<file path="src/rtl/qcw_adc_reader.sv">
// Serial ADC frame reader: generates CS/SCLK and checks the framing bits of each 16-bit frame.
// Publishes the 10-bit sample, or a reject pulse when the frame is bad.
module qcw_adc_reader #(
    parameter int unsigned CLK_DIV      = 2,
    parameter int unsigned QUIET_CYCLES = 4
) (
    input  logic       clk,
    input  logic       reset,
    input  logic       enable,
    output logic       adc_cs_n,
    output logic       adc_sclk,
    input  logic       adc_sdata,
    output logic [9:0] adc_dout,
    output logic       sample_valid,
    output logic       frame_err
);

    localparam int unsigned CNT_W   = 8;
    localparam int unsigned BIT_W   = 4;
    localparam int unsigned FRAME_W = 16;
    localparam int unsigned DOUT_W  = 10;

    localparam logic [1:0] S_IDLE  = 2'd0;
    localparam logic [1:0] S_QUIET = 2'd1;
    localparam logic [1:0] S_SHIFT = 2'd2;
    localparam logic [1:0] S_LATCH = 2'd3;

    localparam logic [CNT_W-1:0]  DIV_LAST   = CNT_W'(CLK_DIV - 1);
    localparam logic [CNT_W-1:0]  QUIET_LAST = CNT_W'(QUIET_CYCLES - 1);
    localparam logic [BIT_W-1:0]  BIT_LAST   = BIT_W'(FRAME_W - 1);
    // Mid-scale code: downstream abs-current reads zero, so no false overcurrent trip.
    localparam logic [DOUT_W-1:0] DOUT_RST   = DOUT_W'(512);

    logic [1:0]         state_q, state_d;
    logic [CNT_W-1:0]   div_q, div_d;
    logic               phase_q, phase_d;
    logic [BIT_W-1:0]   bit_q, bit_d;
    logic [CNT_W-1:0]   quiet_q, quiet_d;
    logic [FRAME_W-1:0] shreg_q, shreg_d;
    logic               cs_n_q, cs_n_d;
    logic               sclk_q, sclk_d;
    logic [DOUT_W-1:0]  dout_q, dout_d;
    logic               valid_q, valid_d;
    logic               err_q, err_d;
    logic [FRAME_W-1:0] frame_shift;

    // Next-state, counters and registered-output values.
    always_comb begin
        state_d     = state_q;
        div_d       = div_q;
        phase_d     = phase_q;
        bit_d       = bit_q;
        quiet_d     = quiet_q;
        shreg_d     = shreg_q;
        dout_d      = dout_q;
        valid_d     = 1'b0;
        err_d       = 1'b0;
        frame_shift = {shreg_q[FRAME_W-2:0], adc_sdata};

        case (state_q)
            S_IDLE: begin
                if (enable) begin
                    state_d = S_QUIET;
                end
            end
            S_QUIET: begin
                if (quiet_q == QUIET_LAST) begin
                    state_d = S_SHIFT;
                end else begin
                    quiet_d = quiet_q + CNT_W'(1);
                end
            end
            S_SHIFT: begin
                if (div_q == DIV_LAST) begin
                    div_d   = '0;
                    phase_d = ~phase_q;
                    // Sample on the last cycle of the high phase, far from the ADC launch edge.
                    if (phase_q) begin
                        shreg_d = frame_shift;
                        if (bit_q == BIT_LAST) begin
                            state_d = S_LATCH;
                            if (frame_shift[15:13] == 3'b000 && frame_shift[2:0] == 3'b000) begin
                                dout_d  = frame_shift[12:3];
                                valid_d = 1'b1;
                            end else begin
                                err_d = 1'b1;
                            end
                        end else begin
                            bit_d = bit_q + BIT_W'(1);
                        end
                    end
                end else begin
                    div_d = div_q + CNT_W'(1);
                end
            end
            default: begin
                state_d = enable ? S_QUIET : S_IDLE;
            end
        endcase

        if (state_d != state_q) begin
            div_d   = '0;
            phase_d = 1'b0;
            bit_d   = '0;
            quiet_d = '0;
        end

        cs_n_d = (state_d != S_SHIFT);
        sclk_d = (state_d != S_SHIFT) | phase_d;
    end

    always_ff @(posedge clk or posedge reset) begin
        if (reset) begin
            state_q <= S_IDLE;
            div_q   <= '0;
            phase_q <= 1'b0;
            bit_q   <= '0;
            quiet_q <= '0;
            shreg_q <= '0;
            cs_n_q  <= 1'b1;
            sclk_q  <= 1'b1;
            dout_q  <= DOUT_RST;
            valid_q <= 1'b0;
            err_q   <= 1'b0;
        end else begin
            state_q <= state_d;
            div_q   <= div_d;
            phase_q <= phase_d;
            bit_q   <= bit_d;
            quiet_q <= quiet_d;
            shreg_q <= shreg_d;
            cs_n_q  <= cs_n_d;
            sclk_q  <= sclk_d;
            dout_q  <= dout_d;
            valid_q <= valid_d;
            err_q   <= err_d;
        end
    end

    assign adc_cs_n     = cs_n_q;
    assign adc_sclk     = sclk_q;
    assign adc_dout     = dout_q;
    assign sample_valid = valid_q;
    assign frame_err    = err_q;

endmodule

</file>
<file path="config.mk">
export PLATFORM = sky130hd
export DESIGN_NAME = qcw_adc_reader
export DESIGN_NICKNAME = d
export VERILOG_FILES = /design/src/rtl/qcw_adc_reader.sv
export SDC_FILE = /design/constraint.sdc
export NUM_CORES = 1
export LEC_CHECK = 0
export CORE_MARGIN = 8
export CORE_UTILIZATION = 40
export DETAILED_ROUTE_END_ITERATION = 12
export PLACE_DENSITY_LB_ADDON = 0.12
export SLEW_MARGIN = 20
export SYNTH_ARGS = -nofsm -noshare
export SYNTH_HDL_FRONTEND = slang
export SYNTH_SLANG_ARGS = --single-unit
export TNS_END_PERCENT = 20
</file>
<file path="constraint.sdc">
create_clock -name clk -period 2.3 [get_ports clk]
set_input_delay 0.575 -clock clk [delete_from_list [all_inputs] [get_ports clk]]
set_output_delay 0.575 -clock clk [all_outputs]
set_load 0.05 [all_outputs]
</file>
Yosys cells after proc, flatten, opt, wreduce, memory -nomap -nowiden. Cells that the tools add are included.

Register bits: 52. Input bits: 4. Output and inout bits: 14. Logic and storage cells: 68.

Add/subtract/negate cells: 3. Equality and inequality tests: 9. Muxes and demuxes: 31. Bitwise operators: 2. Reduce and logical (&&, ||, !) cells: 12.

Operators by type and width (count): two-way mux 8 bit (6); two-way mux 4 bit (5); adder 8 x 1 -> 8 bit, second input constant (2); two-way mux 1 bit (14); two-way mux 2 bit (5); equality test 8 x 1 -> 1 bit, second input constant (1); equality test 8 x 2 -> 1 bit, second input constant (1); nonzero test 2 bit (4); zero test 3 bit (2); case mux 2 bit (3 select lines) (1); AND reduction 5 bit (1); adder 4 x 1 -> 4 bit, second input constant (1); equality test 4 bit, second input constant (1); inequality test 2 x 1 -> 1 bit, second input constant (2); AND reduction 4 bit (1); AND reduction 3 bit (1); equality test 2 x 1 -> 1 bit, second input constant (1); equality test 2 bit, second input constant (1); zero test 2 bit (1); inequality test 2 bit (1); inequality test 2 bit, second input constant (1); AND reduction 2 bit (1); logical AND 1 bit (1); inverter 1 bit (1); bitwise OR 1 bit (1).

Logic depth before layout (Yosys ltp).
Depth after elaboration: 8. Mapped depth: 8.

Least setup slack after synthesis. No wires, ideal clock.

Kind: register to register. From: reg div_q[0]. To: reg shreg_q[0]. Library setup time: 125 ps. Data arrival time: 1890 ps. Data required time: 2175 ps. Setup slack: 285 ps. Stages on the path, launching flop included: 8. Buffers on the path: 1. Period minus slack after synthesis: 2015 ps. Cells stage by stage: dfrtp_1 ha_1 nor3b_2 and2_1 ha_1 nand2_1 buf_2 mux2_2.

Word-level cells in the longest chain between the ends: 2.

Ends and longest elaborated chain: start, declared (line 35) `logic [CNT_W-1:0] div_q, div_d;`; start signal, assigned (line 127) `div_q <= div_d;`; equality test 8 x 1 -> 1 bit (line 74) `if (div_q == DIV_LAST) begin`; AND reduction 3 bit (no line); end signal, assigned (line 131) `shreg_q <= shreg_d;`; end, declared (line 39) `logic [FRAME_W-1:0] shreg_q, shreg_d;`.

Every way passes these cells. A chain may end at the register's enable or synchronous reset.

Worst setup path in the final report.
From: reg dout_q[9], in the netlist adc_dout[9]. To: out adc_dout[9].

RTL lines: start, declared (line 42) `logic [DOUT_W-1:0] dout_q, dout_d;`; start signal, assigned (line 134) `dout_q <= dout_d;`; end, declared (line 13) `output logic [9:0] adc_dout,`.

No word-level cell between the ends.

==> results.cfg <==
[worst_setup_path]
start_kind = flip-flop
r2r_end = shreg_q[14]$_DFFE_PP0P_
timing.critical_path.buf_inv = 1
setup.reg_to_reg.worst_slack_ns = 0.30
criticalPathCategory = reg2out
crit_path_top_delay_cell = sky130_fd_sc_hd__clkdlybuf4s50_1
cp.depth = 1
worstReg2RegStart = div_q[0]$_DFFE_PP0P_
depth_of_the_most_critical_reg_to_reg_path = 7
path_delay_family = buffers and inverters
cp_slowest_stage_delay_ns = 0.80
worstPathArrival_ns = 1.63
crit_fanout = 2
path_cells = clkdlybuf4s50_1
critPathRequiredTime_ns = 1.73
worstSetupEndpointType = primary output

[global_routing]
grt_max_degree = 53
antenna_found_initial = 0
first_global_vias = 1519
wire_length_of_the_first_global_routing_pass_mm = 7.25
gr-usage-all-layers_pct = 10.6
global_route.overflow_total = 0

[hold_path]
holdCritStartpoint = bit_q[2]$_DFFE_PP0P_
min_to = bit_q[2]$_DFFE_PP0P_
min_path_type = reg2reg
holdPathStages = 1

[sta]
tightestPinTransition_ns = 0.563
final.min_clock_period_ns = 2.21
timing.final.hold_violations = 0
report.final.setup_viol = 0
finalClockSkew_ns = 0.00723
maxSlewHeadroom_pct = 62.4
period_share_pct = 96.0
finalSetupTns_ns = 0
rsz0062_at_grt = false
final_max_slew_viol_count = 0
fmax_ghz = 0.453

[floorplanning]
io-pin-count = 18
floorplan.die.width_um = 92.0
core.rowCount = 27
fp.dieH_um = 92.0
initial_core_util_pct = 41.7
floorplan.die_area_um2 = 8470
core_area_um2 = 5540

[placement]
placed_cells = 277
port_buffers = 17
finalWeightedCongestion = 0.802
dp_hpwl_mm = 2.95

[logic_synthesis]
post-synth-top-count-cell = sky130_fd_sc_hd__dfrtp_1
mappedNetlistArea_um2 = 2310
synth-warning-count = 0
syn_inst = 188
synthDominantCellAreaShare_pct = 53.1
synth.ff_latch_count = 52
number_of_synthesized_flops_with_an_enable_pin = 0
synthesis.nets = 197
postSynth.topFlopCell = sky130_fd_sc_hd__dfrtp_1
synthTopCellsByCount = sky130_fd_sc_hd__dfrtp_1 (49), sky130_fd_sc_hd__mux2_2 (25), sky130_fd_sc_hd__nand2_1 (15)
synth.area.top_cells = sky130_fd_sc_hd__dfrtp_1 (53%), sky130_fd_sc_hd__mux2_2 (12%), sky130_fd_sc_hd__dfstp_2 (3.4%), sky130_fd_sc_hd__ha_1 (2.7%), sky130_fd_sc_hd__xor2_1 (2.7%)
async_reset_ff_share_pct = 100
seq_area_frac_synth_pct = 56.5
post_synth_num_cell_types = 38
synth_area_leader_cell = sky130_fd_sc_hd__dfrtp_1
syn_avg_cell_area_um2 = 12.3

[route]
drt_pass1_iterations = 4
drcViolationCount = 0
routed_wl_mm = 4.19
drtAntennaViolNets = 0
via_per_inst = 5.21
first_iter_violations = 84
drt-wirelength-per-cell_um = 14.7
vias = 1484

[power_and_ir_drop]
power_switching_share_pct = 22.4
cell_internal_pwr_mw = 1.14
power.net_switching_uw = 330
design_power_total_mw = 1.47
power.combinational.fraction_pct = 2.1
cellLeakagePower_nw = 1.27
cellPowerDensity_nw_per_um2 = 550
worst_ir_drop_vdd_mv = 0.254
power.sequential.fraction_pct = 62.1
clkPwrFrac_pct = 35.7

[clock_tree]
setup_fix_bufs_post_cts = 0
cts_made_buffers = 5
clock_sinks = 52
h-tree-depth = 2
clock-root-buffer = sky130_fd_sc_hd__clkbuf_8
total_of_hold_buffers_inserted_after_clock_tree_synthesis = 0
clock_tree.buffer_depth = 2
cts.clk_slew.worst_paths_ns = 0.09
cts-resized-gates = 0
clk_latency_ns = 0.31
tritoncts = built

[cells_and_area]
layout.cells.non_filler = 285
final_layout_size_suffix_gt1_share_pct = 22.5
final.fill_count = 522
area.sequential_um2 = 1310
area.growth.synth_to_final_pct = 16.0
antenna_cells_inserted = 0
layout.nets = 221
multi_input_area_um2 = 970

[run]
drv_cap = 0

[outcome]
run_status = finished, final reports clean
==> area by class of cell <==
class	count	share of cell area [%]
clock buffers	5	2.57
clock inverters	3	0.840
inverters	3	0.420
multi-input cells	129	36.2
flip-flops and latches	52	48.7
well taps	72	3.36
repair buffers	21	7.94
==> state kept, by name, summed over array words and instances (netlist names) <==
register      flops
adc_cs_n          1
adc_dout         10
adc_sclk          1
bit_q             4
div_q             8
frame_err         1
phase_q           1
quiet_q           8
sample_valid      1
shreg_q          15
state_q           2
==> layer usage <==
| metal | GRT usage, % | wire [um] |
|---|---|---|
| met2 | 16.9 | 2080 |
| met4 | 4.43 | 42 |
| met5 | 0 | 0 |
| met1 | 12.7 | 1830 |
| met3 | 3.91 | 236 |
==> placed cells by master, fill, tap and decap left out, drive strengths merged, types with 5 or more instances in the layout <==
| cell type | count |
|---|---|
| clkdlybuf4s50 | 17 |
| nand3 | 6 |
| nand4 | 9 |
| a21oi | 10 |
| ha | 5 |
| mux2 | 25 |
| nand2 | 15 |
| xor2 | 7 |
| nor2 | 14 |
| clkbuf | 5 |
| dfrtp | 49 |
==> power by group through the flow <==
stage	Combinational (mW)	Clock, mW	Sequential (mW)
after floorplan	0.0165	0	0.933
after global routing	0.0356	0.593	0.916
after CTS	0.0327	0.552	0.916
final	0.0313	0.527	0.916
after global placement	0.0321	0	0.933
after detailed placement	0.0327	0	0.934
==> kinds of logic (layout without fill, tap and decap cells) <==
group           Yosys count  in the layout  synth area share (%)
flops                    52             52                  56.5
mux                      26             26                  12.6
fa+ha+maj                 5              5                  2.71
buf+inv                   7             32                  1.57
xor+xnor                 10             10                  3.79
simple gates             71             71                  18.6
compound gates           17             17                  4.28
==> per-stage QoR <==
step / utilization [%] / setup slack [ns] / cell area [um2] / hold slack [ns]
after floorplan: - / 0.285 / 2310 / 0.462
after global placement: 46.7 / 0.262 / 2590 / 0.489
after detailed placement: 46.7 / 0.258 / 2590 / 0.495
after CTS: 48.4 / 0.0681 / 2680 / 0.515
after global routing: 48.4 / 0.0481 / 2680 / 0.534
final: 48.4 / 0.0909 / 2680 / 0.511
==> worst max path at each step <==
stage	from	end	slack (ns)
global placement	adc_sdata	adc_dout[0]$_DFFE_PP0P_	0.26
finish	adc_dout[9]$_DFFE_PP1P_	adc_dout[9]	0.09
floorplan	div_q[0]$_DFFE_PP0P_	shreg_q[0]$_DFFE_PP0P_	0.29
global route	adc_dout[9]$_DFFE_PP1P_	adc_dout[9]	0.05
detailed placement	adc_sdata	adc_dout[3]$_DFFE_PP0P_	0.26
CTS	adc_dout[9]$_DFFE_PP1P_	adc_dout[9]	0.07
(Power assumes the default switching activity.)
